**config.mk**
```make
export PLATFORM = sky130hd
export DESIGN_NAME = rr_stream_mux
export DESIGN_NICKNAME = d
export VERILOG_FILES = /design/src/rtl/rr_stream_mux.sv
export SDC_FILE = /design/constraint.sdc
export NUM_CORES = 1
export LEC_CHECK = 0
export ABC_CLOCK_PERIOD_IN_PS = 3940
export CAP_MARGIN = 20
export CORE_MARGIN = 4
export CORE_UTILIZATION = 39
export DETAILED_ROUTE_END_ITERATION = 8
export HOLD_SLACK_MARGIN = 0.12
export PLACE_DENSITY = 0.8
export SYNTH_ARGS = -nofsm -noshare
export SYNTH_HDL_FRONTEND = slang
export SYNTH_SLANG_ARGS = --single-unit
```
**constraint.sdc**
```tcl
create_clock -name clk -period 3.94 [get_ports clk]
set_input_delay 0.985 -clock clk [delete_from_list [all_inputs] [get_ports clk]]
set_output_delay 0.985 -clock clk [all_outputs]
set_load 0.01 [all_outputs]
```
**src/rtl/rr_stream_mux.sv**
```systemverilog
// rr_stream_mux: N-channel packet-aware stream multiplexer with a one-entry
// registered output. A channel that starts a multi-beat packet keeps the
// grant until its in_last beat is accepted. Arbitration is round-robin
// (MODE=0) or fixed priority with the lowest index winning (MODE=1).
//
// Handshake: on every interface a beat moves only on a rising clk edge where
// valid and ready are both high. Valid never waits for ready. in_ready is
// derived from the output register occupancy, the FSM state and the
// arbitration result only.
module rr_stream_mux #(
  parameter int WIDTH  = 8,
  parameter int NUM_CH = 4,
  parameter int MODE   = 0,
  localparam int CW    = (NUM_CH > 1) ? $clog2(NUM_CH) : 1
) (
  input  logic                    clk,
  input  logic                    rst_n,
  input  logic [NUM_CH*WIDTH-1:0] in_data,
  input  logic [NUM_CH-1:0]       in_valid,
  input  logic [NUM_CH-1:0]       in_last,
  output logic [NUM_CH-1:0]       in_ready,
  output logic [WIDTH-1:0]        out_data,
  output logic                    out_valid,
  output logic                    out_last,
  output logic [CW-1:0]           out_ch,
  input  logic                    out_ready,
  output logic                    dbg_state,
  output logic [CW-1:0]           dbg_ptr
);

  localparam logic ST_ARB  = 1'b0;
  localparam logic ST_LOCK = 1'b1;

  logic          state_q;
  logic [CW-1:0] lock_ch_q;
  logic [CW-1:0] ptr_q;

  logic          space;
  logic          arb_found;
  logic [CW-1:0] arb_ch;
  logic          grant_en;
  logic [CW-1:0] grant_ch;
  logic [WIDTH-1:0] sel_data;
  logic          sel_last;
  logic          accept;
  logic [CW-1:0] ptr_next;

  // Channel index base+off, wrapped into 0..NUM_CH-1 (off < NUM_CH).
  function automatic logic [CW-1:0] wrap_idx(input logic [CW-1:0] base, input int off);
    int s;
    s = int'(base) + off;
    if (s >= NUM_CH) s = s - NUM_CH;
    return CW'(s);
  endfunction

  // The register can take a beat when empty or when it drains this cycle.
  assign space = !out_valid || out_ready;

  // Policy winner among asserted in_valid (used only in ARB).
  always_comb begin
    arb_found = 1'b0;
    arb_ch    = '0;
    if (MODE == 0) begin
      for (int i = 0; i < NUM_CH; i++) begin
        if (!arb_found && in_valid[wrap_idx(ptr_q, i)]) begin
          arb_found = 1'b1;
          arb_ch    = wrap_idx(ptr_q, i);
        end
      end
    end else begin
      for (int i = NUM_CH - 1; i >= 0; i--) begin
        if (in_valid[i]) begin
          arb_found = 1'b1;
          arb_ch    = CW'(i);
        end
      end
    end
  end

  // In LOCK the locked channel owns the grant even while it is idle.
  always_comb begin
    grant_en = 1'b0;
    grant_ch = '0;
    if (state_q == ST_LOCK) begin
      grant_en = 1'b1;
      grant_ch = lock_ch_q;
    end else begin
      grant_en = arb_found;
      grant_ch = arb_ch;
    end
  end

  // One-hot ready to the granted channel; held low during reset.
  always_comb begin
    in_ready = '0;
    for (int k = 0; k < NUM_CH; k++) begin
      in_ready[k] = rst_n && space && grant_en && (grant_ch == CW'(k));
    end
  end

  // Select data and last of the granted channel.
  always_comb begin
    sel_data = '0;
    sel_last = 1'b0;
    for (int k = 0; k < NUM_CH; k++) begin
      if (grant_ch == CW'(k)) begin
        sel_data = in_data[k*WIDTH +: WIDTH];
        sel_last = in_last[k];
      end
    end
  end

  assign accept = |(in_valid & in_ready);

  // Pointer moves just past the channel whose packet has ended.
  always_comb begin
    if (grant_ch == CW'(NUM_CH - 1)) ptr_next = '0;
    else                             ptr_next = grant_ch + CW'(1);
  end

  // Output register: load on accept, clear valid on drain without accept.
  always_ff @(posedge clk or negedge rst_n) begin
    if (!rst_n) begin
      out_valid <= 1'b0;
      out_data  <= '0;
      out_last  <= 1'b0;
      out_ch    <= '0;
    end else if (accept) begin
      out_valid <= 1'b1;
      out_data  <= sel_data;
      out_last  <= sel_last;
      out_ch    <= grant_ch;
    end else if (out_valid && out_ready) begin
      out_valid <= 1'b0;
    end
  end

  // ARB/LOCK state: lock on a non-last beat, unlock on the last beat.
  always_ff @(posedge clk or negedge rst_n) begin
    if (!rst_n) begin
      state_q   <= ST_ARB;
      lock_ch_q <= '0;
    end else if (accept) begin
      if (state_q == ST_ARB && !sel_last) begin
        state_q   <= ST_LOCK;
        lock_ch_q <= grant_ch;
      end else if (state_q == ST_LOCK && sel_last) begin
        state_q <= ST_ARB;
      end
    end
  end

  // Round-robin pointer; stays at 0 under fixed priority.
  always_ff @(posedge clk or negedge rst_n) begin
    if (!rst_n) begin
      ptr_q <= '0;
    end else if (MODE == 0 && accept && sel_last) begin
      ptr_q <= ptr_next;
    end
  end

  assign dbg_state = state_q;
  assign dbg_ptr   = ptr_q;

endmodule
```
======== Word-level counts from Yosys, hierarchy flattened ========
Index checks and enable logic that the tools add are counted.
word-level totals
  input port bits ......................... 43
  register bits ........................... 17
cells by class
  equal/unequal tests ..................... 3
  multiplexer cells ....................... 35
  bitwise operators ....................... 2
  reduce and logical (&&, ||, !) cells .... 25
  $lt $le $gt $ge ......................... 8
  $add $sub $neg .......................... 8
operator list
  kind                   number
  $mux W8                4
  $mux W2                10
  $mux W1                17
  $logic_and A1 B1 Y1    13
  $lt A2 B3 Y1 const B   4
  $ge A3 B3 Y1 const B   3
  $bmux W1 S2            4
  $sub A2 B1 Y2 const B  4
  $add A2 B2 Y3 const B  2
  $logic_not A1 Y1       5
  $and A4 B4 Y4          1
  $eq A2 B2 Y1 const B   2
  $reduce_and A2 Y1      2
  $reduce_bool A2 Y1     2
  $reduce_or A4 Y1       1
  $add A2 B1 Y3 const B  1
  $ge A2 B3 Y1 const B   1
  $add A2 B1 Y2 const B  1
  $eq A2 B1 Y1 const B   1
  $logic_not A2 Y1       1
  $logic_or A1 B1 Y1     1
  $not A1 Y1             1

======== Depth between registers and ports, before layout ========
Gate-level depths: netlist of run 1.
  depth after elaboration ................. 24
  depth in mapped cells ................... 12
  mapped depth without buffers ............ 11

======== Worst setup path before layout of run 1 ========
Ideal clock, no wire load.
  path kind ............................... input-to-output
  start ................................... in in_valid[1]
  end ..................................... out in_ready[2]
  data required time ...................... 2.955 ns
  cell stages on the path ................. 7
  slack ................................... 0.260 ns
  arrival ................................. 2.695 ns
  path buffers ............................ 1
  cell sequence ........................... or3b_1 o221a_2 mux2i_2 ha_1 buf_1 clkinv_1 nor2_1
between the ends
  cells in the longest elaborated chain, start to end .. 15
RTL lines
  what                                                 line  text
  start, declared                                      19    input logic [NUM_CH-1:0] in_valid,
  $bmux W1 S2                                          65    if (!arb_found && in_valid[wrap_idx(ptr_q, i)]) begin
  $mux W1 (not written as such)                        65
  $mux W1                                              65
  $logic_not A1 Y1                                     65
  $logic_and A1 B1 Y1                                  65
  $mux W1                                              65
  $logic_not A1 Y1                                     65
  $logic_and A1 B1 Y1                                  65
  $mux W1                                              65
  $logic_not A1 Y1                                     65
  $logic_and A1 B1 Y1                                  65
  $mux W2 or $mux W1 (tied branches)                   65
  $mux W2 or $mux W1 (tied branches)                   84    if (state_q == ST_LOCK) begin
  $eq A2 B2 Y1 or $logic_and A1 B1 Y1 (tied branches)  97    in_ready[k] = rst_n && space && grant_en && (grant_ch == CW'(k));
  $logic_and A1 B1 Y1 *                                97
  end, declared                                        21    output logic [NUM_CH-1:0] in_ready,
Every way passes the cells marked *; elsewhere a longest branch is shown, timed or not. The select of a mux whose other input is x is not followed.

======== Final worst setup path of run 1 ========
  start ................................... in in_valid[3]
  end ..................................... out in_ready[3]
Same word-level chain as after synthesis.

==> results.sh, run 1 <==
export IMPL_status="finished clean"
export IMPL_power_density_nw_per_um2=764
export IMPL_finalHoldViolCount=0
export IMPL_clkSlewWorstSetupHoldPaths_ps=100
export IMPL_yosys_top_cells_area="dfrtp_1 (37%), a221o_2 (7.8%), o211ai_1 (6.5%), ha_1 (5.4%), nor2_1 (4.6%)"
export IMPL_yosys_cell_types_count=36
export IMPL_ys_flop_type="dfrtp_1"
export IMPL_post_route_min_period_ps=3730
export IMPL_cts_tree="built"
export IMPL_end_kind="output port"
export IMPL_slew_viol_final=0
export IMPL_htreeDepth=1
export IMPL_wl_per_cell_um=14.1
export IMPL_initial_core_util_pct=41.5
export IMPL_ys_ff_latch=17
export IMPL_worstSetupStartpointType="primary input"
export IMPL_clockBufferDepth=2
export IMPL_port_buffers=61
export IMPL_die_w_um=62.4
export IMPL_post_cts_buffers=0
export IMPL_crit_fanout=4
export IMPL_final_util_pct=70.7
export IMPL_ios=62
export IMPL_clock_fmax_ghz=0.268
export IMPL_yosysTopAreaCell="dfrtp_1"
export IMPL_syn_area_per_cell_sq_um=9.47
export IMPL_vias_per_cell=5.24
export IMPL_num_vias=1226
export IMPL_overflow=0
export IMPL_drt_iter0_drc=18
export IMPL_grt_pass1_wl_um=5770
export IMPL_max_cap_violations=0
export IMPL_synthCells=122
export IMPL_numCtsBuffers=3
export IMPL_synth_common_cells="dfrtp_1 (17), nor2_1 (14), nand2_1 (13)"
export IMPL_die_area_sq_um=3900
export IMPL_yosysMostFrequentCell="dfrtp_1"
export IMPL_grt_max_degree=20
export IMPL_clk_latency_ps=290
export IMPL_ant_nets=0
export IMPL_dpl_instance_area_sq_um=1940
export IMPL_slew_headroom_pct=77.1
export IMPL_cts_sinks=17
export IMPL_gp_congestion=0.831
export IMPL_fin_nets=252
export IMPL_core_sq_um=2780
export IMPL_yosys_area_top_type_share_pct=36.8
export IMPL_root_buffer="clkbuf_4"
export IMPL_ys_seq_area_share_pct=36.8
export IMPL_ys_async_sr_fraction_pct=100
export IMPL_syn_to_final_growth_pct=70.3
export IMPL_die_h_um=62.4
export IMPL_fin_area_sq_um=1970
export IMPL_first_pass_iters=4
export IMPL_num_rows=19
export IMPL_finClkSkew_ps=6.58
export IMPL_criticalPathCategory="primary input to output port"
export IMPL_ir_drop_v=0.000557
export IMPL_ctsHoldBuffers=0
export IMPL_min_path_type="flop to flop"
export IMPL_hpwl_um=2840
export IMPL_rsz0062_at_grt="false"
export IMPL_antenna_diode_count=0
export IMPL_synth_edf_count=0
export IMPL_required_ps=2950
export IMPL_drc=0
export IMPL_grt_usage_pct=17.6
export IMPL_synth_area_sq_um=1150
export IMPL_tightest_slew_ps=342
export IMPL_yosys_warnings=0
export IMPL_setup_viol=0
export IMPL_syn_nets=170
export IMPL_grt_pass1_vias=1266
export IMPL_crit_arrival_ps=2740
export IMPL_drive_above_1_share_pct=21.2
export IMPL_leakage_nw=0.867
export IMPL_min_period_over_period_pct=94.6
export IMPL_drt_total_wl_um=3300
export IMPL_antenna_found_initial=0
[sequential cells by signal (all words and copies together) (netlist names)]
register	cells
dbg_state	1
dbg_ptr	2
out_ch	2
out_last	1
lock_ch_q	2
out_valid	1
out_data	8
[final timing paths]
kind | from | end | slack [ps] | depth (start not counted)
worst max-delay path | in_valid[3] | in_ready[3] | 210 | 7
worst min-delay path | out_last | out_last | 530 | 1
worst max register to register | dbg_ptr[1] | lock_ch_q[0] | 960 | 12
worst min register to register | out_last | out_last | 530 | 1
max in group asynchronous | rst_n | out_data[0] | 2660 | 2
min in group asynchronous | rst_n | dbg_ptr[1] | 1080 | 2
[stage by stage]
stage | hold WS (ps) | total power, W | setup TNS, ps | setup slack [ps] | instances
after floorplan | 493 | 0.000954 | 0 | 260 | 122
after global placement | 484 | 0.00139 | -981 | -248 | 230
after detailed placement | 494 | 0.00142 | -1410 | -301 | 230
after CTS | 529 | 0.00151 | 0 | 9.86 | 234
after global routing | 541 | 0.00164 | 0 | 80.6 | 234
final | 528 | 0.00150 | 0 | 212 | 234
[layout make-up]
cell class | instances | area (sq um)
clock buffer | 4 | 26.3
fill | 215 | 815
inverter | 9 | 33.8
multi-input combinational | 90 | 672
sequential | 17 | 425
tap | 31 | 38.8
timing repair buffer | 83 | 771
[cell families after synthesis]
| family | synth area share, % |
|---|---|
| AO/OA/AOI/OAI | 30.9 |
| adder cells (fa/ha/maj) | 5.42 |
| buffers and inverters | 5.74 |
| multiplexers | 6.50 |
| AND/OR/NAND/NOR | 14.6 |
| flip-flops | 36.8 |
[cells in the final DEF (no fill, tap or decap), types with 2 or more instances in the layout]
cell type	instances
a21oi_1	3
a221o_2	8
a22o_1	3
a31oi_1	8
buf_4	22
clkbuf_4	3
clkdlybuf4s50_1	54
clkinv_1	2
dfrtp_1	17
dlygate4sd2_1	6
ha_1	5
inv_1	7
mux2_4	2
mux2i_1	2
nand2_1	13
nor2_1	14
nor2b_1	2
o211ai_1	10
o21ai_0	3
[critical path, stage by stage]
cell             delay (ps)
clkdlybuf4s50_1         450
buf_4                   160
or4_1                   500
o211ai_1                180
buf_4                   150
nor2_1                   40
dlygate4sd2_1           280
[repair_timing]
item,in CTS,in global routing
pin swaps,0,0
setup endpoints to repair,4,1
gates resized for setup,8,1
[where the power goes]
part	switching [W]	leakage, nW	internal, W	total, W
clock	0.0000516	0.0150	0.0000393	0.0000910
sequential	0.0000664	0.198	0.000264	0.000330
combinational	0.000478	0.654	0.000603	0.00108
[layer usage]
| layer | part of all wire (%) | GRT usage, % | wire (um) |
|---|---|---|---|
| met5 | 0 | 0 | 0 |
| met4 | 0.64 | 5.57 | 21 |
| met3 | 6.5 | 5.58 | 215 |
| met2 | 48 | 27.5 | 1580 |
| met1 | 45 | 23.1 | 1480 |
(Power assumes the default switching activity.)
==> run 2, diff against run 1 <==
==> constraint.sdc (replaced) <==
create_clock -name clk -period 3.94 [get_ports clk]
set_input_delay 0.985 -clock clk [delete_from_list [all_inputs] [get_ports clk]]
set_output_delay 0.985 -clock clk [all_outputs]
set_load 0.05 [all_outputs]
==> run 2 against run 1 <==
Effect of this change: combinational power increased by 36%; register-to-register slack got worse by 90 ps; first-iteration DRC count rose by 44%; utilization up 3.1 points; global-route usage rose by 0.96 points; maximum frequency up 0.59%; worst setup slack better by 22 ps; critical endpoint is now in_ready[1]; largest cell class unchanged; largest power group unchanged; highest routed layer unchanged.
==> results.sh, run 2 (synthesized netlist as in run 1, its figures left out) <==
export IMPL_die_area_sq_um=3900
export IMPL_slew_viol_final=0
export IMPL_antenna_found_initial=0
export IMPL_finClkSkew_ps=2.07
export IMPL_crit_arrival_ps=2720
export IMPL_dpl_instance_area_sq_um=1960
export IMPL_post_route_min_period_ps=3710
export IMPL_end_kind="output port"
export IMPL_leakage_nw=0.874
export IMPL_required_ps=2950
export IMPL_layout_commonest_cell="clkdlybuf4s50_1"
export IMPL_post_place_ws_ps=-115
export IMPL_fin_nets=250
export IMPL_cts_tree="built"
export IMPL_finalHoldViolCount=0
export IMPL_num_vias=1232
export IMPL_slew_headroom_pct=65.8
export IMPL_htreeDepth=1
export IMPL_setup_tns_final_ps=0
export IMPL_syn_to_final_growth_pct=77.8
export IMPL_max_cap_violations=0
export IMPL_grt_usage_pct=18.6
export IMPL_core_sq_um=2780
export IMPL_drc=0
export IMPL_min_period_over_period_pct=94.1
export IMPL_crit_fanout=4
export IMPL_port_buffers=61
export IMPL_min_path_type="flop to flop"
export IMPL_layout_setup_ws_ps=234
export IMPL_drt_total_wl_um=3560
export IMPL_ios=62
export IMPL_grt_pass1_wl_um=6060
export IMPL_first_pass_iters=4
export IMPL_grt_max_degree=22
export IMPL_status="finished clean"
export IMPL_drive_above_1_share_pct=26.4
export IMPL_die_w_um=62.4
export IMPL_root_buffer="clkbuf_4"
export IMPL_tightest_slew_ps=512
export IMPL_num_rows=19
export IMPL_antenna_diode_count=0
export IMPL_reg2regPathDepth=12
export IMPL_ant_nets=0
export IMPL_setup_viol=0
export IMPL_layout_common_cells="clkdlybuf4s50_1 (54), buf_4 (20), dfrtp_1 (17), nand2_1 (13)"
export IMPL_wl_per_cell_um=15.3
export IMPL_clock_fmax_ghz=0.270
export IMPL_cts_sinks=17
export IMPL_clk_latency_ps=280
export IMPL_numCtsBuffers=3
export IMPL_top_register="out_data"
export IMPL_gp_congestion=0.919
export IMPL_initial_core_util_pct=41.5
export IMPL_criticalPathCategory="primary input to output port"
export IMPL_ir_drop_v=0.000617
export IMPL_fin_area_sq_um=2050
export IMPL_rsz0062_at_grt="false"
export IMPL_clockBufferDepth=2
export IMPL_overflow=0
export IMPL_die_h_um=62.4
export IMPL_grt_pass1_vias=1317
export IMPL_vias_per_cell=5.31
export IMPL_drt_iter0_drc=26
export IMPL_power_density_nw_per_um2=921
export IMPL_largest_register_ffs=8
export IMPL_worstSetupStartpointType="primary input"
export IMPL_hpwl_um=2950
export IMPL_fill_cells=199
export IMPL_whs_path_depth=2
export IMPL_clkSlewWorstSetupHoldPaths_ps=90
-- run 2: cell types whose count changed in the layout (fill, tap and decap cells not counted), sizes merged --
cell and change:
clkinv +1, dlygate4sd2 -6, buf +2, clkbuf -1
dlymetal6s2s +2
-- run 2: routing by layer --
| layer | part of all wire, % | wire length, um | vias up | track usage, % |
|---|---|---|---|---|
| li1 | - | - | 617 | - |
| met1 | 46 | 1650 | 562 | 24.7 |
| met2 | 47 | 1670 | 47 | 30.4 |
| met3 | 4.9 | 174 | 6 | 2.34 |
| met4 | 1.8 | 65 | 0 | 7.43 |
| met5 | 0 | 0 | - | 0 |
-- run 2: worst max-delay path, stage by stage --
cell,delay [ps]
clkdlybuf4s50_1,470
a221o_1,340
o221ai_4,250
buf_4,150
ha_1,160
inv_1,60
nor2_2,150
buf_12,150
-- run 2: cell type report --
cell class | instances | area, sq um | area share, %
Timing Repair Buffer | 81 | 808 | 39.4
Multi-Input combinational cell | 90 | 719 | 35.0
Sequential cell | 17 | 425 | 20.7
Tap cell | 31 | 38.8 | 1.89
Inverter | 9 | 33.8 | 1.65
Clock buffer | 3 | 22.5 | 1.10
Clock inverter | 1 | 5.00 | 0.244
-- run 2: path summary, 6_finish.rpt --
| kind | slack [ps] | end | from |
|---|---|---|---|
| min in group asynchronous | 1070 | dbg_ptr[0] | rst_n |
| worst max register to register | 870 | lock_ch_q[0] | dbg_ptr[1] |
| worst min register to register | 540 | out_ch[1] | out_ch[1] |
| worst min-delay path | 540 | out_ch[1] | out_ch[1] |
| max in group asynchronous | 2680 | out_ch[0] | rst_n |
| worst max-delay path | 230 | in_ready[1] | in_valid[3] |
-- run 2: stage by stage --
step                cells  utilization (%)  power [W]  hold WS (ps)
floorplan             122                -    0.00122           493
global placement      227             70.4    0.00169           506
detailed placement    227             70.4    0.00173           522
CTS                   231             72.2    0.00185           553
global route          232             73.8    0.00203           568
finish                232             73.8    0.00189           544
-- run 2: power by group --
| group | switching (W) | internal [W] |
|---|---|---|
| logic | 0.000802 | 0.000664 |
| registers | 0.0000723 | 0.000264 |
| clock network | 0.0000516 | 0.0000377 |
-- run 2: what timing repair did --
| item | 4_1_cts | 5_1_grt |
|---|---|---|
| setup endpoints to repair | 4 | 4 |
| setup buffers | 0 | 1 |
| cloned | 0 | 0 |
| resized for setup | 4 | 8 |
| pin swaps | 0 | 2 |
| hold buffers | 0 | 0 |
==> run 3, diff against run 2 <==
- HOLD_SLACK_MARGIN: 0.12 -> 0.15
==> results of run 3 <==
No change in the layout: final DEF, timing and power equal those of run 2.
==> edit (flow settings as in run 1) <==
Set the parameter `NUM_CH` to 2 (it was 4).
--- a/src/rtl/rr_stream_mux.sv
+++ b/src/rtl/rr_stream_mux.sv
@@ -11,3 +11,3 @@
   parameter int WIDTH  = 8,
-  parameter int NUM_CH = 4,
+  parameter int NUM_CH = 2,
   parameter int MODE   = 0,
Ports: changed (6 resized); port bits go from 62 to 38. The function was not compared with the original's and may differ.
==> edit against run 1 <==
Global-route usage decreased by 4.3 points. Power decreased by 53%. Combinational power decreased by 68%. Worst hold slack got worse by 0.048 ns. Design area decreased by 41%. Synthesized area decreased by 36%. Via count decreased by 46%. Sequential cell count decreased by 3. Setup slack improved by 0.16 ns. Routed wire length decreased by 51%. Critical endpoint is now in_ready[1]. Largest cell class unchanged. Highest routed layer unchanged.
==> edit: results (changes against run 1) <==
CTS root buf=clkbuf_4; Skew-Pair Late Insertion Delay=about 0.28 ns; CP startpoint=in_valid[1]; FF-to-FF setup slack=1.94 ns (+0.98 ns); Reg2Reg Depth=7 (-5); final worst clock skew=0.0102 ns (+0.00359 ns); Yosys top cell area share=47.7% (+11 points); CTS clk-pin slew, worst paths=0.08 ns (-0.02 ns); ys async rst share=100% (unchanged); Yosys warning count=0 (unchanged); DP Worst Slack=0.365 ns (+0.666 ns); RR Startpoint=dbg_state; H-tree depth=1 (unchanged); post-CTS setup buffer count=0 (unchanged); Synth Net Count=96 (-44%); Crit Path Max Fanout=7 (+3); dpl cells=133 (-42%); drt total wl=1610 µm (-51%); post-route ant nets=0 (unchanged); fin cells=137 (-41%); drt first pass iters=2 (-2); filler instances=156 (-27%); Hold WC Path Type=register to register; CP Data Arrival Time=2.58 ns (-0.16 ns); pin slew with the least headroom to its limit=0.889 ns (+0.548 ns); Bufs on Longest Clock Path=2 (unchanged); CTS resizes=0 (-8); commonest cells in the netlist=dfrtp_1 (14), nand2_1 (11), o21ai_0 (11); Critical Path Sink=in_ready[1]; Synth Flop Type=dfrtp_1; Ant. Diodes=0 (unchanged); Leak=0.000497 µW (-43%); Synth cell types=23 (-36%); reg-to-reg endpoint=lock_ch_q; global-route wire length before repair=2610 µm (-55%); vias in the first global route=631 (-50%); max reg flops=8 (unchanged); Area contributors post-synth=dfrtp_1 (48%), mux2i_1 (12%), o21ai_0 (7.5%); routability congestion estimate=0.697 (-16%); largest net degree at the start of global routing=25 (+25%); Largest Register=out_data; TritonCTS buffer count=3 (unchanged); via/cell ratio=4.79 (-8.6%); GRT Overall Usage=13.3% (-4.3 points); Mapped Avg Cell Area=10.2 µm² (+7.8%); Port Buffers=37 (-39%); sequential area share after synthesis=47.7% (+11 points); DP HPWL=1280 µm (-55%); Peak VDD IR=0.308 mV (-45%); layout cells sized above 1=8.04% (-13 points); initial antenna violation count=0 (unchanged); min Tclk post-route=3.57 ns (-0.160 ns); DR iter-0 viols=3 (-15); status=finished clean
edit: cell types whose count changed after synthesis, moves of 7 or more:
cell and delta:
o21ai_0 +8, mux2i_1 +7, nor2_1 -11, a31oi_1 -7, a221o_2 -8, o211ai_1 -10
edit: per-layer routing:
layer,part of all wire (%),GRT usage [%],vias up
met3,11,4.66,5
met2,47,22.7,28
met1,40,14.5,295
met5,0,0,-
met4,1.7,6.55,0
li1,-,-,328
edit: stage by stage:
stage,total power [µW],cell area (µm²)
floorplan,426,734
global placement,595,1120
detailed placement,606,1120
CTS,711,1160
global route,750,1160
finish,701,1160
edit: worst max-delay path, stage by stage:
cell and delay (ns):
clkdlybuf4s50_1 0.54, nand2b_1 0.11, o21ai_4 0.25, nor2b_1 0.16, clkdlybuf4s50_1 0.54
edit: cell families (layout without fill, tap and decap cells):
| logic type | Yosys count | in the layout | synth area share, % |
|---|---|---|---|
| muxes | 10 | 10 | 13.8 |
| DFF | 14 | 14 | 47.7 |
| buffers and inverters | 7 | 47 | 5.62 |
| and+or+nand+nor | 21 | 21 | 13.3 |
| AOI/OAI and AO/OA | 19 | 19 | 17.9 |
| adders and majority gates | 1 | 1 | 1.70 |
edit: report_power, final:
part	switching [µW]	internal, µW
Combinational	149	198
Clock	48.0	56.2
Sequential	42.7	207
edit: worst min path at each step:
stage | startpoint | end | slack [ns] | depth (start not counted)
floorplan | lock_ch_q | lock_ch_q | 0.49 | 1
global placement | out_data[7] | out_data[7] | 0.46 | 2
detailed placement | out_data[2] | out_data[2] | 0.47 | 2
CTS | out_data[2] | out_data[2] | 0.49 | 2
global route | out_data[5] | out_data[5] | 0.52 | 2
finish | out_data[2] | out_data[2] | 0.48 | 2
edit: final cells by class:
type                            count  area (µm²)  share of cell area (%)
Timing Repair Buffer               39         385                    33.2
Multi-Input combinational cell     51         343                    29.5
Inverter                            4        15.0                    1.29
Clock buffer                        4        36.3                    3.13
Sequential cell                    14         350                    30.2
Tap cell                           25        31.3                    2.69
